[config.mk]
export PLATFORM = sky130hd
export DESIGN_NAME = sha1_msg_padder
export DESIGN_NICKNAME = d
export VERILOG_FILES = /design/src/rtl/sha1_msg_padder.sv
export SDC_FILE = /design/constraint.sdc
export NUM_CORES = 1
export LEC_CHECK = 0
export BUFFER_PORTS_ARGS = -buffer_cell sky130_fd_sc_hd__buf_2
export CAP_MARGIN = 10
export CORE_MARGIN = 3
export CORE_UTILIZATION = 35
export CTS_CLUSTER_SIZE = 24
export DETAILED_ROUTE_END_ITERATION = 16
export PLACE_DENSITY = 0.53
export REMOVE_ABC_BUFFERS = 1
export SLEW_MARGIN = 40
export SYNTH_ARGS = -nofsm -noshare
export SYNTH_HDL_FRONTEND = slang
export SYNTH_SLANG_ARGS = --single-unit
[constraint.sdc]
create_clock -name clk -period 6.1 [get_ports clk]
set_input_delay 0.61 -clock clk [delete_from_list [all_inputs] [get_ports clk]]
set_output_delay 0.61 -clock clk [all_outputs]
set_load 0.1 [all_outputs]
[src/rtl/sha1_msg_padder.sv]
// Writes a byte stream into word memory as a SHA-1 padded message (0x80, zeros, 64-bit bit length).
// Bytes pack big-endian into 32-bit words; reports block count and done/error flags.
module sha1_msg_padder #(
  parameter int ADDR_W     = 8,
  parameter int MAX_BLOCKS = 4
) (
  input  logic              clk,
  input  logic              reset,
  input  logic              start,
  input  logic              empty_msg,
  input  logic              in_valid,
  input  logic [7:0]        in_data,
  input  logic              in_last,
  output logic              in_ready,
  output logic              mem_we,
  output logic [ADDR_W-1:0] mem_addr,
  output logic [31:0]       mem_wdata,
  output logic [ADDR_W-1:0] num_blocks,
  output logic              done,
  output logic              error
);

  localparam int CNT_W   = ADDR_W + 2;
  localparam int MAX_MSG = MAX_BLOCKS * 64 - 9;

  typedef enum logic [2:0] {
    S_IDLE, S_DATA, S_PAD80, S_ZERO, S_LEN, S_DONE, S_ERROR
  } state_t;

  state_t            state_q;
  logic [CNT_W-1:0]  byte_cnt_q;
  logic [ADDR_W:0]   word_cnt_q;
  logic [1:0]        lane_q;
  logic [23:0]       hold_q;
  logic [2:0]        len_idx_q;
  logic              mem_we_q;
  logic [ADDR_W-1:0] mem_addr_q;
  logic [31:0]       mem_wdata_q;
  logic [ADDR_W-1:0] num_blocks_q;
  logic              done_q;
  logic              error_q;

  logic              emit_vld;
  logic [7:0]        emit_byte;
  logic              accept;
  logic [5:0]        pos_mod;
  logic [63:0]       bit_len;

  assign in_ready = (state_q == S_DATA) && (byte_cnt_q < CNT_W'(MAX_MSG));
  assign accept   = in_valid && in_ready;
  // Byte position within the current 64-byte block, derived from word count and lane.
  assign pos_mod  = {word_cnt_q[3:0], lane_q};
  assign bit_len  = 64'({byte_cnt_q, 3'b000});

  always_comb begin
    emit_vld  = 1'b0;
    emit_byte = 8'h00;
    case (state_q)
      S_DATA: begin
        emit_vld  = accept;
        emit_byte = in_data;
      end
      S_PAD80: begin
        emit_vld  = 1'b1;
        emit_byte = 8'h80;
      end
      S_ZERO: begin
        emit_vld  = (pos_mod != 6'd56);
        emit_byte = 8'h00;
      end
      S_LEN: begin
        emit_vld  = 1'b1;
        emit_byte = bit_len[{~len_idx_q, 3'b000} +: 8];
      end
      default: ;
    endcase
  end

  always_ff @(posedge clk) begin
    if (!reset) begin
      state_q      <= S_IDLE;
      byte_cnt_q   <= '0;
      word_cnt_q   <= '0;
      lane_q       <= '0;
      hold_q       <= '0;
      len_idx_q    <= '0;
      mem_we_q     <= 1'b0;
      mem_addr_q   <= '0;
      mem_wdata_q  <= '0;
      num_blocks_q <= '0;
      done_q       <= 1'b0;
      error_q      <= 1'b0;
    end else begin
      mem_we_q <= 1'b0;
      if (emit_vld) begin
        if (lane_q == 2'd3) begin
          mem_we_q    <= 1'b1;
          mem_addr_q  <= word_cnt_q[ADDR_W-1:0];
          mem_wdata_q <= {hold_q, emit_byte};
          word_cnt_q  <= word_cnt_q + 1'b1;
        end else begin
          hold_q <= {hold_q[15:0], emit_byte};
        end
        lane_q <= lane_q + 2'd1;
      end

      case (state_q)
        S_IDLE, S_DONE, S_ERROR: begin
          if (start) begin
            state_q      <= empty_msg ? S_PAD80 : S_DATA;
            byte_cnt_q   <= '0;
            word_cnt_q   <= '0;
            lane_q       <= '0;
            hold_q       <= '0;
            len_idx_q    <= '0;
            num_blocks_q <= '0;
            done_q       <= 1'b0;
            error_q      <= 1'b0;
          end else if (state_q == S_DONE) begin
            // Entered after the last write was issued, so word_cnt is final here.
            done_q       <= 1'b1;
            num_blocks_q <= ADDR_W'(word_cnt_q >> 4);
          end
        end
        S_DATA: begin
          if (accept) begin
            byte_cnt_q <= byte_cnt_q + 1'b1;
            if (in_last) state_q <= S_PAD80;
          end else if (in_valid) begin
            state_q <= S_ERROR;
            error_q <= 1'b1;
          end
        end
        S_PAD80: state_q <= S_ZERO;
        S_ZERO: begin
          if (pos_mod == 6'd56 || pos_mod == 6'd55) state_q <= S_LEN;
        end
        S_LEN: begin
          len_idx_q <= len_idx_q + 3'd1;
          if (len_idx_q == 3'd7) state_q <= S_DONE;
        end
        default: state_q <= S_IDLE;
      endcase
    end
  end

  assign mem_we     = mem_we_q;
  assign mem_addr   = mem_addr_q;
  assign mem_wdata  = mem_wdata_q;
  assign num_blocks = num_blocks_q;
  assign done       = done_q;
  assign error      = error_q;

endmodule

==> results.toml, run 1 <==
[run_status]
status = "finished, final reports clean"

[yosys]
synth_top_area_share_pct = 47.88
yosysUniqueCellTypes = 52
synth_common_cells = "dfxtp_1, nand2_1, nor2_1"
ys_seq_area_share_pct = 47.88
synth_edf_count = 0
synth_area_leaders = "dfxtp_1, nand2_1, nor2_1"
async_reset_ff_share_pct = 0
synth_area_sq_um = 4139
yosysMostFrequentCell = "dfxtp_1"
ys_ff_latch = 99
yosysTopAreaCell = "dfxtp_1"
synth.avg_cell_area_sq_um = 8.641
ys_warn_count = 0
syn_inst = 479
yosys_most_used_dff = "dfxtp_1"

[clock_tree]
cts_hold_buffers = 0
clock_latency_ns = 0.35
numCtsBuffers = 9
cts_sinks = 99
clk_path_buf_depth = 2
cts_setup_buffers = 0
root_buffer = "clkbuf_16"
htree_levels = 3
cts_resized = 0
clk_pin_slew_ns = 0.07
cts_tree = "yes"

[grt]
overflow = 0
grt_first_pass_wirelength_um = 15240
grt_max_degree = 52
grt.total_usage_pct = 14.38
antenna_found_initial = 0
grt_pass1_vias = 3061

[final_layout]
n_fill_cell = 1155
multi_input_area_sq_um = 1993
final-seq-area_sq_um = 1982
antennaDiodeCount = 0
drive_gt1_share_pct = 18.05
area_growth_pct = 17.96
final_nets = 549

[critical_path]
ff2ff_setup_slack_ns = 3.15
slowest_stage = "nor3b_4"
worstSetupPathType = "flip-flop to flip-flop"
cp.arrival_ns = 3.23
critPathBufInv = 1
worstReg2RegStart = "state_q[0]"
cp.depth = 6
critical_path.cell_chain = "nor3b_4 -> o2111ai_4 -> a31o_1 -> buf_4 -> or4_1 -> a21oi_1"
slowest_delay_ns = 0.55
rr_endpoint = "word_cnt_q[7]"
rr_worst_depth = 6
setup.worst_path.end_class = "flip-flop"
cpLargestDelayFamily = "simple AND/OR/NAND/NOR gates"
startpoint_type = "flip-flop"
cp_max_fo = 32
required_ns = 6.38

[power]
power_density_nw_per_um2 = 376.5
irDropWorstVdd_mv = 0.1962
p_leak_nw = 1.829
fin_total_pwr_mw = 1.838

[die]
dieHeight_um = 114.7
die_w_um = 114.7
ios = 66
core-area_sq_um = 11470
start_util_pct = 36.09
die-area_sq_um = 13170
rows = 39

[hold_path]
min_to = "mem_addr[6]"
whs_path_depth = 2
hp-start = "mem_addr[6]"
hp-class = "flip-flop to flip-flop"

[detailed_routing]
vias_per_cell = 4.933
via_count = 3330
drt_iter0_markers = 215
drcViolationCount = 0
wl_per_cell_um = 13.45
finalWirelength_um = 9076
dr.pass1.iters = 4
antenna_left = 0

[placed_design]
port_buffers = 62
hpwl_um = 6419
place_congestion = 0.8302

[timing]
setup_viol = 0
finalHoldViolations = 0
min_period_over_period_pct = 48.41
timing.final.max_slew_violations = 0
fmax_ghz = 0.3386
skew_ns = 0.008052
max_slew_margin_pct = 44.90
tns_ns = 0
rsz0062_at_grt = "false"
finalCriticalPeriod_ns = 2.953
worst_pin_slew_ns = 0.8161

[flow_run]
maxCapViolations = 0
## final cells by class
| cell class | instances | area share (%) |
|---|---|---|
| Multi-Input combinational cell | 338 | 40.83 |
| Sequential cell | 99 | 40.59 |
| Timing Repair Buffer | 67 | 7.278 |
| Clock buffer | 10 | 4.895 |
| Tap cell | 143 | 3.665 |
| Clock inverter | 6 | 1.820 |
| Inverter | 12 | 0.9226 |
## flip-flops by register name, indices dropped and copies added (netlist names)
name        count
mem_wdata      32
hold_q         24
byte_cnt_q     10
word_cnt_q      9
mem_addr        8
num_blocks      5
len_idx_q       3
state_q         3
lane_q          2
done            1
error           1
mem_we          1
## report_power, final
part           internal [mW]  switching (mW)  leakage [nW]
sequential             0.693          0.0624         0.799
clock                  0.370           0.248         0.155
combinational          0.178           0.288         0.875
total                   1.24           0.597          1.83
## layout by cell type (no fill, tap or decap), drive strengths merged, types with 3 or more instances in the layout
master,n
nor2,61
a21oi,46
mux2i,18
o21ai,8
nand4,6
dfxtp,99
o31ai,3
or3b,3
nand2,81
clkinv,3
and3,5
a211oi,18
o21a,3
a22oi,11
nand3,9
ha,8
nor2b,4
nor3,5
a31oi,9
conb,3
inv,11
clkbuf,10
buf,67
xnor2,9
## per-stage QoR
stage	hold slack, ns	cells	worst slack, ns	util [%]	instance area [sq um]
4_1_cts	0.4538	675	2.669	42.42	4865
3_5_place_dp	0.4444	659	2.700	39.56	4537
3_3_place_gp	0.4416	658	2.798	39.43	4522
5_1_grt	0.4635	675	2.879	42.58	4882
2_1_floorplan	0.4313	449	3.044	-	3994
6_report	0.4514	675	3.147	42.58	4882
## layer usage
| metal | part of all wire [%] | GRT usage [%] | vias up | wire length [um] |
|---|---|---|---|---|
| li1 | - | - | 1755 | - |
| met5 | 0 | 0 | - | 0 |
| met4 | 1.5 | 5.869 | 0 | 134 |
| met2 | 45 | 22.16 | 55 | 4114 |
| met1 | 49 | 19.78 | 1513 | 4473 |
| met3 | 3.9 | 2.895 | 7 | 353 |
## worst max-delay path by stage
stage / startpoint / to / slack (ns)
final: state_q[0] / word_cnt_q[7] / 3.15
after global routing: state_q[0] / word_cnt_q[5] / 2.88
after CTS: state_q[0] / word_cnt_q[7] / 2.67
after detailed placement: state_q[0] / word_cnt_q[7] / 2.70
after global placement: state_q[0] / hold_q[16] / 2.80
after floorplan: state_q[0] / hold_q[10] / 3.04
## cells by family after synthesis
group	share of synthesized area (%)
and+or+nand+nor	19.68
AOI/OAI and AO/OA	18.20
DFF	47.88
buffers and inverters	4.776
muxes	4.625
xor gates and xnor gates	2.328
adders and majority gates	2.418
other	0.09060
## worst register-to-register path: cells and delay by family, from the launching register on
kind                   cells  cell delay [ns]
buffers and inverters      1             0.29
and+or+nand+nor            2             1.10
DFF                        1             0.53
AOI/OAI and AO/OA          3             0.98
No activity file was read; power rests on OpenSTA's default activity.
==> inputs of run 2 (changes only) <==
--- a/config.mk
+++ b/config.mk
@@ -11,7 +11,7 @@
 export CORE_UTILIZATION = 35
 export CTS_CLUSTER_SIZE = 24
 export DETAILED_ROUTE_END_ITERATION = 16
-export PLACE_DENSITY = 0.53
+export PLACE_DENSITY = 0.55
 export REMOVE_ABC_BUFFERS = 1
 export SLEW_MARGIN = 40
 export SYNTH_ARGS = -nofsm -noshare
==> constraint.sdc (replaced) <==
create_clock -name clk -period 2.4 [get_ports clk]
set_input_delay 0.24 -clock clk [delete_from_list [all_inputs] [get_ports clk]]
set_output_delay 0.24 -clock clk [all_outputs]
set_load 0.1 [all_outputs]
==> run 2 against run 1 <==
Compared with the run above: via count increased by 4.6%; highest routed layer unchanged; first-iteration DRC count is 33% lower; critical path type is now flip-flop to output pin; sequential share of layout area is 0.57 points lower; core utilization is 0.61 points higher; largest cell class is now sequential cells; sequential cell count unchanged; worst setup slack lost 2.9 ns; wire length up 4.0%; combinational power grew to 2.8 times the previous value.
==> results.toml, run 2 (synthesized netlist as in run 1, its figures left out) <==
[run_status]
status = "finished, final reports clean"

[power]
power_density_nw_per_um2 = 936.4
p_leak_nw = 1.882
irDropWorstVdd_mv = 0.4605

[detailed_routing]
wl_per_cell_um = 13.76
vias_per_cell = 5.077
drt_iter0_markers = 143
via_count = 3483
finalWirelength_um = 9436
drcViolationCount = 0
dr.pass1.iters = 4
antenna_left = 0

[critical_path]
worstSetupPathType = "flip-flop to output pin"
cpLargestDelayFamily = "buffers and inverters"
ff2ff_setup_slack_ns = 0.29
critical_path.cell_chain = "buf_4 -> or3b_2 -> nor2_1 -> buf_2"
critPathBufInv = 2
slowest_stage = "or3b_2"
slowest_delay_ns = 0.47
required_ns = 2.16
cp.arrival_ns = 1.93
setup.worst_path.end_class = "output pin"
startpoint_type = "flip-flop"
cp_max_fo = 11

[final_layout]
largest_reg_flops = 32
antennaDiodeCount = 0
final_nets = 560
area_growth_pct = 19.65
drive_gt1_share_pct = 19.71
n_fill_cell = 1163
mostFrequentLayoutCell = "dfxtp_1"
fin_area_sq_um = 4952
layout_common_cells = "dfxtp_1, nand2_1, buf_2"

[clock_tree]
clk_pin_slew_ns = 0.07
clock_latency_ns = 0.34
htree_levels = 3
cts_hold_buffers = 0
numCtsBuffers = 9
root_buffer = "clkbuf_16"
cts_resized = 0
cts_tree = "yes"
cts_setup_buffers = 0
cts_sinks = 99
clk_path_buf_depth = 2

[grt]
overflow = 0
grt_pass1_vias = 3201
grt_util_met3_pct = 2.579
grt_busiest_layer = "met2"
antenna_found_initial = 0
grt_first_pass_wirelength_um = 15650
grtUsageMet2_pct = 22.55
grt_max_degree = 45
grt.total_usage_pct = 14.83
gr-usage-met1_pct = 20.98

[timing]
tns_ns = 0
finalHoldViolations = 0
min_period_over_period_pct = 90.48
skew_ns = 0.006351
setup_viol = 0
fmax_ghz = 0.4605
timing.final.max_slew_violations = 0
finalCriticalPeriod_ns = 2.172
rsz0062_at_grt = "false"

[flow_run]
maxCapViolations = 0

[placed_design]
place_congestion = 0.7908
place_area_sq_um = 4649
hpwl_um = 6793
port_buffers = 62

[die]
core-area_sq_um = 11470
ios = 66
die-area_sq_um = 13170
rows = 39
dieHeight_um = 114.7
die_w_um = 114.7
start_util_pct = 36.09

[hold_path]
hp-class = "input port to flip-flop"
run 2: changes by cell type in the layout (fill, tap and decap cells not counted):
cell       delta
nor3b_2       +1
buf_4         +9
buf_8         -1
clkinv_2      +1
o2111ai_4     -1
buf_12        +3
o2111ai_2     +1
nor3b_4       -1
clkinv_4      -1
bufinv_16     -1
inv_6         +1
run 2: power breakdown:
group	total (mW)	internal (mW)	switching [mW]	leakage, nW
Clock	1.46	0.837	0.625	0.145
Sequential	1.89	1.76	0.133	0.799
Combinational	1.28	0.504	0.778	0.938
Total	4.64	3.10	1.54	1.88
run 2: stage by stage:
step,std cells,setup WS [ns],hold WS (ns),util (%),total power [mW]
after floorplan,449,-0.6562,0.3575,-,2.837
after global placement,670,0.3642,0.4422,40.55,3.191
after detailed placement,670,0.2795,0.4456,40.55,3.215
after CTS,686,0.1980,0.1968,43.19,4.690
after global routing,686,0.07856,0.2122,43.19,4.890
final,686,0.2285,0.2067,43.19,4.637
run 2: layout make-up:
class | count | area, sq um | area share (%)
sequential | 99 | 1982 | 40.02
tap | 143 | 178.9 | 3.613
timing repair buffer | 78 | 467.9 | 9.449
multi-input combinational | 338 | 1976 | 39.89
clock inverter | 6 | 63.81 | 1.289
inverter | 12 | 45.04 | 0.9096
clock buffer | 10 | 239.0 | 4.826
run 2: path summary, 6_finish.rpt:
path | from | to | depth (start not counted)
worst max-delay path | state_q[0] | in_ready | 4
worst min-delay path | reset | len_idx_q[0] | 2
worst max register to register | state_q[2] | hold_q[3] | 6
worst min register to register | mem_wdata[23] | mem_wdata[23] | 2
run 2: layer usage:
| metal | vias up | share of wire (%) |
|---|---|---|
| met5 | - | 0 |
| met4 | 0 | 1.5 |
| met3 | 9 | 4.3 |
| met2 | 68 | 45 |
| met1 | 1627 | 49 |
| li1 | 1779 | - |
==> inputs of run 3 (changes only) <==
--- a/config.mk
+++ b/config.mk
@@ -11,7 +11,7 @@
 export CORE_UTILIZATION = 35
 export CTS_CLUSTER_SIZE = 24
 export DETAILED_ROUTE_END_ITERATION = 16
-export PLACE_DENSITY = 0.55
+export PLACE_DENSITY = 0.53
 export REMOVE_ABC_BUFFERS = 1
 export SLEW_MARGIN = 40
 export SYNTH_ARGS = -nofsm -noshare
==> run 3 against run 2 <==
Compared with the run above: total power rose by 3.1%; clock power rose by 9%; wire length down 0.17%; via count is 0.80% lower; clock-buffer cell count rose by 3; critical path type unchanged; critical endpoint unchanged; largest power group unchanged.
==> results.toml, run 3 (synthesized netlist as in run 1, its figures left out) <==
[final_layout]
fin_util_pct = 43.46
area_growth_pct = 20.41
drive_gt1_share_pct = 19.67
n_fill_cell = 1154
largest_reg_flops = 32
fin_cells = 687
multi_input_area_sq_um = 1976
final_nets = 561
fin_area_sq_um = 4984
final-seq-area_sq_um = 1982
layout_common_cells = "dfxtp_1, nand2_1, buf_2"
mostFrequentLayoutCell = "dfxtp_1"
antennaDiodeCount = 0

[clock_tree]
clock_latency_ns = 0.33
cts_resized = 0
cts_setup_buffers = 0
clk_path_buf_depth = 2
cts_hold_buffers = 0
cts_tree = "yes"
htree_levels = 3
numCtsBuffers = 9
clk_pin_slew_ns = 0.06
root_buffer = "clkbuf_16"
cts_sinks = 99

[hold_path]
min_to = "len_idx_q[0]"
hp-start = "reset"
whs_path_depth = 2
hp-class = "input port to flip-flop"

[critical_path]
ff2ff_setup_slack_ns = 0.27
worstSetupPathType = "flip-flop to output pin"
setup.worst_path.end_class = "output pin"
cp.depth = 5
required_ns = 2.16
startpoint_type = "flip-flop"
rr_worst_depth = 4
critPathBufInv = 1
critical_path.cell_chain = "ha_1 -> a21oi_2 -> o21ai_0 -> nor2_1 -> buf_2"
worstReg2RegStart = "state_q[1]"
cp.arrival_ns = 1.94
cpLargestDelayFamily = "compound AO/OA/AOI/OAI gates"
cp_max_fo = 6
slowest_delay_ns = 0.43
slowest_stage = "buf_2"
rr_endpoint = "word_cnt_q[5]"

[grt]
grt_pass1_vias = 3224
grt_first_pass_wirelength_um = 15530
grt_max_degree = 41
antenna_found_initial = 0
grt.total_usage_pct = 14.56
overflow = 0

[placed_design]
place_congestion = 0.8105
pre_cts_slack_ns = 0.3232
hpwl_um = 6684
port_buffers = 62
place_area_sq_um = 4644
dpl.cell_count = 671

[timing]
setup_viol = 0
whs_ns = 0.2158
finalCriticalPeriod_ns = 2.182
finalHoldViolations = 0
fin_ws_ns = 0.2183
rsz0062_at_grt = "false"
worst_pin_slew_ns = 0.5367
max_slew_margin_pct = 64.05
timing.final.max_slew_violations = 0
min_period_over_period_pct = 90.90
fmax_ghz = 0.4584
skew_ns = 0.004260

[detailed_routing]
wl_per_cell_um = 13.71
vias_per_cell = 5.029
wl_met2_um = 4304
via_count = 3455
met3RoutedLength_um = 305
drt_iter0_markers = 106
dr.pass1.iters = 4
dr.max_layer_used = "met4"
antenna_left = 0
finalWirelength_um = 9420
wl_met1_um = 4619
drcViolationCount = 0

[die]
die_w_um = 114.7
die-area_sq_um = 13170
rows = 39
ios = 66
dieHeight_um = 114.7
core-area_sq_um = 11470
start_util_pct = 36.09

[flow_run]
maxCapViolations = 0

[power]
irDropWorstVdd_mv = 0.5207
power_density_nw_per_um2 = 959.1
power_frac_comb_pct = 27.3
p_int_mw = 3.275
swShare_pct = 31.48
pwr-share-clk_pct = 33.3
p_switching_mw = 1.504
p_seq_share_pct = 39.4
p_leak_nw = 1.902

[run_status]
status = "finished, final reports clean"
[run 3: through the flow]
step	power (mW)	TNS [ns]
after floorplan	2.837	-24.52
after global placement	3.206	0
after detailed placement	3.229	0
after CTS	4.831	0
after global routing	5.041	0
final	4.780	0
[run 3: power by group through the flow]
stage	Combinational, mW	Sequential, mW	Clock, mW
3_3_place_gp	1.29	1.91	0
3_5_place_dp	1.31	1.92	0
6_report	1.31	1.88	1.59
2_1_floorplan	0.913	1.92	0
4_1_cts	1.31	1.88	1.64
5_1_grt	1.44	1.90	1.70
[run 3: layout make-up]
cell class                 instances  share of cell area (%)
sequential                        99                   39.77
clock buffer                      13                   5.423
tap                              143                   3.590
inverter                          12                  0.9038
multi-input combinational        338                   39.64
timing repair buffer              79                   9.289
clock inverter                     3                   1.381
[run 3: worst max-delay path by stage]
stage                  startpoint       endpoint
detailed placement     state_q[1]  word_cnt_q[5]
floorplan              state_q[0]     hold_q[10]
CTS                 byte_cnt_q[0]       in_ready
finish              byte_cnt_q[0]       in_ready
global placement       state_q[1]  word_cnt_q[7]
global route        byte_cnt_q[0]       in_ready
[run 3: metal layers]
| metal | global-route usage (%) | vias to the layer above |
|---|---|---|
| li1 | - | 1777 |
| met1 | 19.57 | 1604 |
| met2 | 23.40 | 58 |
| met3 | 2.158 | 16 |
| met4 | 6.182 | 0 |
| met5 | 0 | - |
